[src/rtl/flash_nav_pkg.sv]
// Shared opcodes, state encodings and frame helpers for the SPI-flash command sequencer.
package flash_nav_pkg;

    localparam logic [7:0] OP_RDP  = 8'hAB;
    localparam logic [7:0] OP_READ = 8'h03;
    localparam logic [7:0] OP_WREN = 8'h06;
    localparam logic [7:0] OP_PP   = 8'h02;
    localparam logic [7:0] OP_RDSR = 8'h05;

    typedef enum logic [2:0] {
        StIdle,
        StWakeCmd,
        StWakeWait,
        StWren,
        StProg,
        StPoll,
        StRead,
        StDone
    } state_e;

    // Position inside one CS-low transaction.
    typedef enum logic [1:0] {
        PhSend,
        PhWait,
        PhHold,
        PhGap
    } phase_e;

    function automatic int unsigned max_u(int unsigned a, int unsigned b);
        return (a > b) ? a : b;
    endfunction

    function automatic logic [2:0] last_idx(state_e s);
        case (s)
            StRead, StProg: return 3'd7;
            StPoll:         return 3'd1;
            default:        return 3'd0;
        endcase
    endfunction

    // Every transaction is a prefix of an 8-byte frame; dummy bytes are zero.
    function automatic logic [7:0] frame_byte(state_e s, logic [2:0] idx, logic [23:0] raddr,
                                              logic [23:0] waddr, logic [31:0] wdata);
        logic [63:0] frame;
        logic [63:0] shifted;
        case (s)
            StWakeCmd: frame = {OP_RDP, 56'h0};
            StWren:    frame = {OP_WREN, 56'h0};
            StProg:    frame = {OP_PP, waddr, wdata};
            StPoll:    frame = {OP_RDSR, 56'h0};
            StRead:    frame = {OP_READ, raddr, 32'h0};
            default:   frame = '0;
        endcase
        shifted = frame >> {3'd7 - idx, 3'b000};
        return shifted[7:0];
    endfunction

endpackage

[src/rtl/flash_navigator_shifter.sv]
// Full-duplex 8-bit SPI mode-0 shifter: MSB first, SCK idles low, MISO sampled on SCK rise.
module spi_byte_shifter #(
    parameter int unsigned CLK_DIV = 4
) (
    input  logic       i_clk,
    input  logic       i_reset_n,
    input  logic       i_start,
    input  logic [7:0] i_tx_byte,
    input  logic       i_miso,
    output logic       o_sck,
    output logic       o_mosi,
    output logic       o_done,
    output logic [7:0] o_rx_byte
);

    localparam int unsigned DivW = (CLK_DIV > 1) ? $clog2(CLK_DIV) : 1;
    localparam logic [DivW-1:0] DivLast = DivW'(CLK_DIV - 1);

    logic            r_busy;
    logic [DivW-1:0] r_div;
    logic [2:0]      r_bit;
    logic            r_sck;
    logic [7:0]      r_sh;
    logic [7:0]      r_rx;
    logic            r_done;

    always_ff @(posedge i_clk) begin
        if (!i_reset_n) begin
            r_busy <= 1'b0;
            r_div  <= '0;
            r_bit  <= '0;
            r_sck  <= 1'b0;
            r_sh   <= '0;
            r_rx   <= '0;
            r_done <= 1'b0;
        end else begin
            r_done <= 1'b0;
            if (!r_busy) begin
                if (i_start) begin
                    r_busy <= 1'b1;
                    r_sh   <= i_tx_byte;
                    r_div  <= '0;
                    r_bit  <= '0;
                end
            end else if (r_div == DivLast) begin
                r_div <= '0;
                if (!r_sck) begin
                    r_sck <= 1'b1;
                    r_rx  <= {r_rx[6:0], i_miso};
                end else begin
                    // MOSI advances on the falling edge, a full half-period ahead of the next rise.
                    r_sck <= 1'b0;
                    r_sh  <= {r_sh[6:0], 1'b0};
                    if (r_bit == 3'd7) begin
                        r_busy <= 1'b0;
                        r_done <= 1'b1;
                    end else begin
                        r_bit <= r_bit + 3'd1;
                    end
                end
            end else begin
                r_div <= r_div + 1'b1;
            end
        end
    end

    assign o_sck     = r_sck;
    assign o_mosi    = r_sh[7];
    assign o_done    = r_done;
    assign o_rx_byte = r_rx;

endmodule

[src/rtl/flash_navigator.sv]
// SPI-flash command sequencer: wake-up, 32-bit read, WREN + page program + status polling.
module flash_navigator #(
    parameter int unsigned CLK_DIV     = 4,
    parameter int unsigned WAKE_CYCLES = 256,
    parameter int unsigned CS_IDLE     = 8
) (
    input  logic        clk,
    input  logic        reset_n,
    input  logic        flash_enable,
    input  logic        read_enable,
    input  logic        write_enable,
    input  logic [23:0] readAddress,
    input  logic [23:0] writeAddress,
    input  logic [31:0] dataToWrite,
    input  logic        flashMiso,
    output logic        flashClk,
    output logic        flashMosi,
    output logic        flashCs,
    output logic        flash_ready,
    output logic [31:0] data_out
);

    import flash_nav_pkg::*;

    localparam int unsigned MaxCnt = max_u(max_u(WAKE_CYCLES, CS_IDLE), max_u(CLK_DIV, 2));
    localparam int unsigned CntW   = $clog2(MaxCnt + 1);

    localparam logic [CntW-1:0] HoldLast = CntW'(CLK_DIV - 1);
    localparam logic [CntW-1:0] GapLast  = CntW'(CS_IDLE - 1);
    localparam logic [CntW-1:0] WakeLast = CntW'(WAKE_CYCLES - 1);
    localparam logic [CntW-1:0] DoneLast = CntW'(1);

    state_e          r_state;
    phase_e          r_ph;
    logic [2:0]      r_idx;
    logic [CntW-1:0] r_cnt;
    logic            r_init;
    logic            r_cs;
    logic            r_ready;
    logic            r_start;
    logic [7:0]      r_tx;
    logic [23:0]     r_raddr;
    logic [23:0]     r_waddr;
    logic [31:0]     r_wdata;
    logic [31:0]     r_rd_word;
    logic            r_wip;
    logic [31:0]     r_data_out;

    logic            w_done;
    logic [7:0]      w_rx_byte;
    logic [7:0]      w_tx_byte;
    logic [2:0]      w_last;

    assign w_tx_byte = frame_byte(r_state, r_idx, r_raddr, r_waddr, r_wdata);
    assign w_last    = last_idx(r_state);

    spi_byte_shifter #(
        .CLK_DIV (CLK_DIV)
    ) u_shifter (
        .i_clk     (clk),
        .i_reset_n (reset_n),
        .i_start   (r_start),
        .i_tx_byte (r_tx),
        .i_miso    (flashMiso),
        .o_sck     (flashClk),
        .o_mosi    (flashMosi),
        .o_done    (w_done),
        .o_rx_byte (w_rx_byte)
    );

    always_ff @(posedge clk) begin
        if (!reset_n) begin
            r_state    <= StIdle;
            r_ph       <= PhSend;
            r_idx      <= '0;
            r_cnt      <= '0;
            r_init     <= 1'b0;
            r_cs       <= 1'b1;
            r_ready    <= 1'b1;
            r_start    <= 1'b0;
            r_tx       <= '0;
            r_raddr    <= '0;
            r_waddr    <= '0;
            r_wdata    <= '0;
            r_rd_word  <= '0;
            r_wip      <= 1'b0;
            r_data_out <= '0;
        end else begin
            r_start <= 1'b0;
            case (r_state)
                StIdle: begin
                    if (flash_enable && (read_enable || write_enable)) begin
                        r_raddr <= readAddress;
                        r_waddr <= writeAddress;
                        r_wdata <= dataToWrite;
                        r_ready <= 1'b0;
                        r_idx   <= '0;
                        r_cnt   <= '0;
                        r_ph    <= PhSend;
                        // The very first request only releases the flash from deep power-down.
                        if (!r_init) begin
                            r_state <= StWakeCmd;
                        end else if (write_enable) begin
                            r_state <= StWren;
                        end else begin
                            r_state <= StRead;
                        end
                    end
                end

                StWakeWait: begin
                    if (r_cnt == WakeLast) begin
                        r_init  <= 1'b1;
                        r_ready <= 1'b1;
                        r_cnt   <= '0;
                        r_state <= StDone;
                    end else begin
                        r_cnt <= r_cnt + 1'b1;
                    end
                end

                // Two-cycle deaf window so a late-withdrawing requester cannot retrigger.
                StDone: begin
                    if (r_cnt == DoneLast) begin
                        r_cnt   <= '0;
                        r_state <= StIdle;
                    end else begin
                        r_cnt <= r_cnt + 1'b1;
                    end
                end

                StWakeCmd, StWren, StProg, StPoll, StRead: begin
                    unique case (r_ph)
                        PhSend: begin
                            r_cs    <= 1'b0;
                            r_start <= 1'b1;
                            r_tx    <= w_tx_byte;
                            r_ph    <= PhWait;
                        end
                        PhWait: begin
                            if (w_done) begin
                                r_rd_word <= {r_rd_word[23:0], w_rx_byte};
                                r_wip     <= w_rx_byte[0];
                                if (r_idx == w_last) begin
                                    r_cnt <= '0;
                                    r_ph  <= PhHold;
                                end else begin
                                    r_idx <= r_idx + 3'd1;
                                    r_ph  <= PhSend;
                                end
                            end
                        end
                        PhHold: begin
                            if (r_cnt == HoldLast) begin
                                r_cs  <= 1'b1;
                                r_cnt <= '0;
                                r_ph  <= PhGap;
                            end else begin
                                r_cnt <= r_cnt + 1'b1;
                            end
                        end
                        PhGap: begin
                            if (r_cnt == GapLast) begin
                                r_cnt <= '0;
                                r_idx <= '0;
                                r_ph  <= PhSend;
                                case (r_state)
                                    StWakeCmd: r_state <= StWakeWait;
                                    StWren:    r_state <= StProg;
                                    StProg:    r_state <= StPoll;
                                    StPoll: begin
                                        if (!r_wip) begin
                                            r_ready <= 1'b1;
                                            r_state <= StDone;
                                        end
                                    end
                                    StRead: begin
                                        r_data_out <= r_rd_word;
                                        r_ready    <= 1'b1;
                                        r_state    <= StDone;
                                    end
                                    default: r_state <= StIdle;
                                endcase
                            end else begin
                                r_cnt <= r_cnt + 1'b1;
                            end
                        end
                        default: r_ph <= PhSend;
                    endcase
                end

                default: r_state <= StIdle;
            endcase
        end
    end

    assign flashCs     = r_cs;
    assign flash_ready = r_ready;
    assign data_out    = r_data_out;

endmodule

[config.mk]
export PLATFORM = sky130hd
export DESIGN_NAME = flash_navigator
export DESIGN_NICKNAME = d
export VERILOG_FILES = /design/src/rtl/flash_nav_pkg.sv /design/src/rtl/flash_navigator_shifter.sv /design/src/rtl/flash_navigator.sv
export SDC_FILE = /design/constraint.sdc
export NUM_CORES = 1
export LEC_CHECK = 0
export CAP_MARGIN = 20
export CORE_MARGIN = 2
export CORE_UTILIZATION = 54
export DETAILED_ROUTE_END_ITERATION = 6
export MAX_ROUTING_LAYER = met4
export PLACE_DENSITY = 0.82
export SYNTH_ARGS = -nofsm -noshare
export SYNTH_HDL_FRONTEND = slang
export SYNTH_SLANG_ARGS = --single-unit
[constraint.sdc]
create_clock -name clk -period 2.7 [get_ports clk]
set_clock_uncertainty 0.05 [all_clocks]
set_input_delay 0.27 -clock clk [delete_from_list [all_inputs] [get_ports clk]]
set_output_delay 0.27 -clock clk [all_outputs]
set_load 0.02 [all_outputs]
==> results by group, run 1 <==
Timing
  – Slew headroom: 48.7%
  – Tcrit/Tclk final: 93.6%
  – RSZ-0062 raised after global routing: false
  – Slew @ Worst Pin: 0.770 ns
  – Fin. max-slew vios: 0
  – Final Hold Fails: 0
  – Setup violators final: 0
  – Setup_tns: 0 ns
  – Max Freq: 0.396 GHz
  – Fin crit period: 2.53 ns

Worst hold path
  – Worst hold path type: in -> reg

Worst setup path
  – Critical path's largest stage delay: 0.48 ns
  – Crit-path slowest cell: or4b_1
  – Worst Path Max Fanout: 8
  – CP Class: reg -> reg
  – Worst path bufs/invs: 1
  – CP top delay family: simple AND/OR/NAND/NOR gates
  – Critical-path cell list: inv_1, ha_1, o21a_1, mux2_1, nand4_2, o311ai_4, or4b_1, a21oi_1
  – Endpoint class of the critical path: flop
  – Worst path required time: 2.99 ns
  – Critical Path Source Type: flop
  – CP arrival: 2.82 ns

Synth
  – FF+latch count, synth: 197
  – Yosys top cell area share: 46.7%
  – Sequential area share after synthesis: 46.7%
  – Post-synth top cells: nand2_1, dfxtp_1, a21oi_1, clkbuf_1, nor2_1
  – Main synth FF type: dfxtp_1
  – Async S/R FF share, synth: 0%
  – Avg Inst Size Synth: 8.06 um2
  – Net count after synthesis: 1152
  – Yosys warning count: 0
  – Area leader, netlist: dfxtp_1
  – Yosys cell types: 63
  – Main area contributors after synthesis: dfxtp_1, nand2_1, a21oi_1, ha_1, clkbuf_1
  – Synth Instances: 1049
  – Count leader, synth: nand2_1
  – Post-Syn Area: 8450 um2
  – Number of enable flip-flop cells after synthesis: 0

Power and ir drop
  – Pleak: 3.57 nW
  – Worst vdd ir: 0.523 mV
  – Overall power: 0.00834 W
  – Pwr dens: 802 nW/um2

Clock tree
  – H-tree depth: 4
  – Clk root buf: clkbuf_16
  – Clock Path Buffers: 2
  – Skew-Pair Late Insertion Delay: 0.42 ns
  – Total CTS buffers: 17
  – Clock sink count: 197
  – CTS tree: done
  – Worst-path clk slew: 0.07 ns

Floorplan
  – Die X-Extent: 129 um
  – Core area: 15300 um2
  – Ports: 122
  – Initial Util: 55.4%
  – FP Rows: 45
  – Die height: 129 um
  – Total die area: 16700 um2

Placed design
  – Gp weighted congestion: 0.916
  – Placed Cells: 1322
  – Port bufs: 121
  – DPL Wire Length: 13200 um

Route
  – DRC violations left: 0
  – Remaining antenna violation count: 0
  – TritonRoute pass-1 iters: 6
  – 1st-iter DRT viols: 810
  – DR vias: 7564
  – Per-cell routed wire length: 14.9 um
  – Vias per cell: 5.59
  – Routed WL: 20200 um

Cells and area
  – Final Core Density: 68.1%
  – Final nets: 1233
  – Area Growth Syn to Fin: 23.0%
  – Layout cells sized above 1: 7.35%
  – Ant diodes: 0
  – Fin cells: 1354

Status
  – Status: completed

Global route
  – Total track usage: 25.4%
  – Antenna violations before repair: 0
  – GRT Residual Overflow: 0
  – First-pass GRT wire length: 32900 um
  – Vias in the first global route: 6780
  – Largest net degree at the start of global routing: 132

Job
  – Max-cap check violation count: 0
==> repair_timing <==
action                     4_1_cts  5_1_grt
setup endpoints to repair        0        8
resized for setup                0        2
setup buffers                    0        0
hold buffers                     0        0
==> cell usage in the layout (no fill, tap or decap), drive strengths merged, types with 4 or more instances in the layout <==
cell type,count
or2,4
clkbuf,20
ha,17
a21oi,182
o21ai,22
inv,15
and2,8
a22oi,11
o211ai,8
buf,18
nor2b,8
o311ai,5
dfxtp,197
nand3,20
mux4,8
mux2i,16
nand2,333
a211oi,10
nor3b,5
clkinv,6
and3,7
a221oi,15
nor2,40
clkdlybuf4s50,121
==> worst min-delay path, stage by stage <==
cell and delay, ns:
clkdlybuf4s50_1 0.39, nand2_1 0.05, a21oi_1 0.05
==> power breakdown <==
| part | leakage (nW) | switching (W) | internal, W |
|---|---|---|---|
| sequential | 1.60 | 0.000252 | 0.00323 |
| clock | 0.311 | 0.00108 | 0.00153 |
| combinational | 1.66 | 0.00133 | 0.000905 |
==> area by class of cell <==
cell class / count / area (um2)
Tap cell: 211 / 264
Multi-Input combinational cell: 763 / 4140
Timing Repair Buffer: 139 / 1380
Fill cell: 1245 / 4860
Clock buffer: 20 / 467
Clock inverter: 12 / 146
Sequential cell: 197 / 3940
Inverter: 12 / 47.5
==> flip-flops by register name, summed over array words and instances (netlist names), 3 cells and up <==
signal and count:
u_shifter.r_sh 8, u_shifter.o_rx_byte 8, u_shifter.r_bit 3, r_idx 3, data_out 32, r_tx 8, r_waddr 24, r_cnt 9
r_rd_word 32, r_wdata 32, r_state 3, r_raddr 24
==> per-layer routing <==
| metal | wire, um | track usage (%) | share of wire, % | up-vias |
|---|---|---|---|---|
| li1 | - | - | - | 3747 |
| met1 | 8710 | 32.3 | 43 | 3525 |
| met2 | 9950 | 41.2 | 49 | 255 |
| met3 | 1160 | 4.91 | 5.7 | 37 |
| met4 | 414 | 7.61 | 2.0 | 0 |
| met5 | 0 | - | 0 | - |
==> per-stage QoR <==
| step | hold WS [ns] | instance area [um2] | worst slack, ns |
|---|---|---|---|
| 4_1_cts | 0.325 | 10400 | 0.120 |
| 3_5_place_dp | 0.393 | 9780 | 0.146 |
| 3_3_place_gp | 0.388 | 9780 | 0.238 |
| 6_report | 0.337 | 10400 | 0.172 |
| 5_1_grt | 0.329 | 10400 | 0.0501 |
| 2_1_floorplan | 0.356 | 8450 | 0.415 |
==> worst paths after layout <==
check,to,startpoint,cells after the start,slack (ns)
worst max-delay path,r_idx[1],r_state[0],8,0.17
worst min-delay path,r_raddr[16],readAddress[16],3,0.34
worst max register to register,r_idx[1],r_state[0],8,0.17
worst min register to register,data_out[25],r_rd_word[25],2,0.40
==> logic make-up (layout without fill, tap and decap cells) <==
kind of cell | Yosys count | after routing | share of synthesized area (%)
AO/OA/AOI/OAI | 276 | 276 | 19.9
XOR/XNOR | 1 | 1 | 0.104
adder cells (fa/ha/maj) | 17 | 17 | 2.52
buffers and inverters | 89 | 183 | 4.41
flip-flops | 197 | 197 | 46.7
multiplexers | 25 | 25 | 4.16
AND/OR/NAND/NOR | 444 | 444 | 22.2
Power figures use the tool's default switching activity.
==> inputs of run 2 (changes only) <==
--- a/config.mk
+++ b/config.mk
@@ -8,9 +8,11 @@
 export CAP_MARGIN = 20
 export CORE_MARGIN = 2
 export CORE_UTILIZATION = 54
+export CTS_CLUSTER_SIZE = 25
 export DETAILED_ROUTE_END_ITERATION = 6
 export MAX_ROUTING_LAYER = met4
 export PLACE_DENSITY = 0.82
+export SETUP_SLACK_MARGIN = 0.3
 export SYNTH_ARGS = -nofsm -noshare
 export SYNTH_HDL_FRONTEND = slang
 export SYNTH_SLANG_ARGS = --single-unit
==> constraint.sdc (replaced) <==
create_clock -name clk -period 2.36 [get_ports clk]
set_clock_uncertainty 0.05 [all_clocks]
set_input_delay 0.236 -clock clk [delete_from_list [all_inputs] [get_ports clk]]
set_output_delay 0.236 -clock clk [all_outputs]
set_load 0.02 [all_outputs]
==> results by group, run 2 (same netlist as run 1, synthesis figures left out) <==
Status
  – Status: completed (unchanged)

Cells and area
  – Layout cells sized above 1: 14.0% (was 7.35%)
  – Commonest non-fill, non-tap cell in the layout: nand2_1 (unchanged)
  – Final Cell Area: 11000 um2 (was 10400 um2)
  – Final Core Density: 72.2% (was 68.1%)
  – Fin cells: 1393 (was 1354)
  – Fill cells: 1107 (was 1245)
  – Final nets: 1272 (was 1233)
  – Ant diodes: 0 (unchanged)
  – Area Growth Syn to Fin: 30.4% (was 23.0%)
  – Most frequent cells in the layout: nand2_1, dfxtp_1, a21oi_1 (unchanged)

Clock tree
  – H-tree depth: 4 (unchanged)
  – CTS tree: done (unchanged)
  – Clock Path Buffers: 2 (unchanged)
  – Clock sink count: 197 (unchanged)
  – Worst-path clk slew: 0.07 ns (about the same)
  – Total CTS buffers: 17 (unchanged)
  – Clk root buf: clkbuf_16 (unchanged)
  – Skew-Pair Late Insertion Delay: 0.43 ns (was 0.42 ns)

Floorplan
  – Die height: 129 um (unchanged)
  – Die X-Extent: 129 um (unchanged)
  – Total die area: 16700 um2 (unchanged)
  – Initial Util: 55.4% (unchanged)
  – FP Rows: 45 (unchanged)
  – Ports: 122 (unchanged)
  – Core area: 15300 um2 (unchanged)

Placed design
  – Placed Cells: 1333 (was 1322)
  – Port bufs: 121 (unchanged)
  – Gp weighted congestion: 0.848 (was 0.916)
  – Placed inst area: 9970 um2 (was 9780 um2)
  – DPL Wire Length: 13400 um (was 13200 um)

Timing
  – Worst slack on hold paths: 0.297 ns (was 0.337 ns)
  – RSZ-0062 raised after global routing: true (was false)
  – Tcrit/Tclk final: 91.9% (was 93.6%)
  – Setup violators final: 0 (unchanged)
  – Final Hold Fails: 0 (unchanged)
  – Fin crit period: 2.17 ns (was 2.53 ns)
  – Fin. max-slew vios: 0 (unchanged)
  – Setup_tns: 0 ns (unchanged)
  – Max Freq: 0.461 GHz (was 0.396 GHz)
  – Slew headroom: 65.7% (was 48.7%)
  – Slew @ Worst Pin: 0.508 ns (was 0.770 ns)

Power and ir drop
  – Pwr dens: 924 nW/um2 (was 802 nW/um2)
  – Switching power: 0.00338 W (was 0.00266 W)
  – Worst vdd ir: 0.700 mV (was 0.523 mV)
  – Switching fraction of total power: 33.2% (was 32.0%)
  – Pleak: 3.80 nW (was 3.57 nW)
  – Comb power frac: 32.0% (was 26.8%)
  – Clock Power Share: 29.1% (was 31.4%)
  – Sequential power share: 39.0% (was 41.8%)
  – Pint: 0.00680 W (was 0.00567 W)

Worst setup path
  – Endpoint class of the critical path: flop (unchanged)
  – Worst path bufs/invs: 2 (was 1)
  – Worst Path Max Fanout: 5 (was 8)
  – Crit-path slowest cell: or4b_4 (was or4b_1)
  – Critical Path Source Type: flop (unchanged)
  – Critical-path cell list: inv_6, ha_4, o31ai_4, xnor2_2, buf_4, nand4_4, o311ai_4, or4b_4, a21oi_2 (was inv_1, ha_1, o21a_1, mux2_1, nand4_2, o311ai_4, or4b_1, a21oi_1)
  – CP top delay family: simple AND/OR/NAND/NOR gates (unchanged)
  – CP Class: reg -> reg (unchanged)
  – Worst path required time: 2.67 ns (was 2.99 ns)
  – Critical path's largest stage delay: 0.51 ns (was 0.48 ns)
  – CP arrival: 2.48 ns (was 2.82 ns)

Global route
  – Total track usage: 27.0% (was 25.4%)
  – Vias in the first global route: 7286 (was 6780)
  – First-pass GRT wire length: 35200 um (was 32900 um)
  – Antenna violations before repair: 0 (unchanged)
  – Largest net degree at the start of global routing: 95 (was 132)
  – GRT Residual Overflow: 0 (unchanged)

Route
  – Vias per cell: 5.64 (was 5.59)
  – DRC violations left: 0 (unchanged)
  – DR vias: 7852 (was 7564)
  – Routed WL: 21600 um (was 20200 um)
  – TritonRoute pass-1 iters: 5 (was 6)
  – Remaining antenna violation count: 0 (unchanged)
  – Per-cell routed wire length: 15.5 um (was 14.9 um)
  – 1st-iter DRT viols: 655 (was 810)

Worst hold path
  – Worst hold path type: in -> reg (unchanged)

Job
  – Max-cap check violation count: 0 (unchanged)
## run 2: cell types whose count changed in the layout (fill, tap and decap cells not counted), sizes merged
cell / change
clkbuf: +1
inv: +1
clkinv: -3
buf: +39
clkinvlp: +2
bufinv: -1
## run 2: through the flow
step / total power, W / setup WS, ns
floorplan: 0.00595 / 0.286
global placement: 0.00663 / 0.0658
detailed placement: 0.00669 / 0.0404
CTS: 0.00993 / 0.231
global route: 0.0106 / 0.0605
finish: 0.0102 / 0.192
## run 2: final cells by class
class	count	area, um2	share of cell area, %
multi-input combinational	763	4410	40.1
sequential	197	3960	35.9
timing repair buffer	178	1710	15.5
clock buffer	21	472	4.28
tap	211	264	2.40
clock inverter	11	138	1.25
inverter	12	57.6	0.522
## run 2: final timing paths
kind,start,endpoint,slack [ns],cells past startpoint
hold / removal,readAddress[22],r_raddr[22],0.30,3
hold reg to reg,r_rd_word[28],data_out[28],0.40,2
setup / recovery,r_state[1],r_idx[1],0.19,9
setup reg to reg,r_state[1],r_idx[1],0.19,9
## run 2: layer usage
| layer | up-vias | part of all wire [%] | track usage [%] |
|---|---|---|---|
| met4 | 0 | 2.1 | 8.57 |
| met1 | 3692 | 42 | 33.8 |
| met5 | - | 0 | - |
| li1 | 3846 | - | - |
| met2 | 272 | 51 | 45.2 |
| met3 | 42 | 5.3 | 4.00 |
## run 2: worst reg2reg max path, stage by stage, from the launching register on
cell	delay [ns]
dfxtp_4	0.40
inv_6	0.06
ha_4	0.18
o31ai_4	0.28
xnor2_2	0.10
buf_4	0.15
nand4_4	0.12
o311ai_4	0.13
or4b_4	0.51
a21oi_2	0.13
## run 2: timing repair
| action | in CTS | in global routing |
|---|---|---|
| setup endpoints to repair | 29 | 58 |
| hold buffers | 0 | 0 |
| setup buffers | 21 | 7 |
| pin swaps | 12 | 17 |
| gates resized for setup | 22 | 30 |
## run 2: power by group through the flow
stage	registers [W]	logic, W	clock network (W)
2_1_floorplan	0.00397	0.00197	0
3_3_place_gp	0.00403	0.00260	0
3_5_place_dp	0.00404	0.00265	0
4_1_cts	0.00396	0.00298	0.00299
5_1_grt	0.00401	0.00352	0.00312
6_report	0.00397	0.00325	0.00296
==> inputs of run 3 (changes only) <==
--- a/config.mk
+++ b/config.mk
@@ -10,6 +10,7 @@
 export CORE_UTILIZATION = 54
 export CTS_CLUSTER_SIZE = 25
 export DETAILED_ROUTE_END_ITERATION = 6
+export HOLD_SLACK_MARGIN = 0.08
 export MAX_ROUTING_LAYER = met4
 export PLACE_DENSITY = 0.82
 export SETUP_SLACK_MARGIN = 0.3
==> results of run 3 <==
The final DEF is identical to that of run 2; final timing and power are the same.
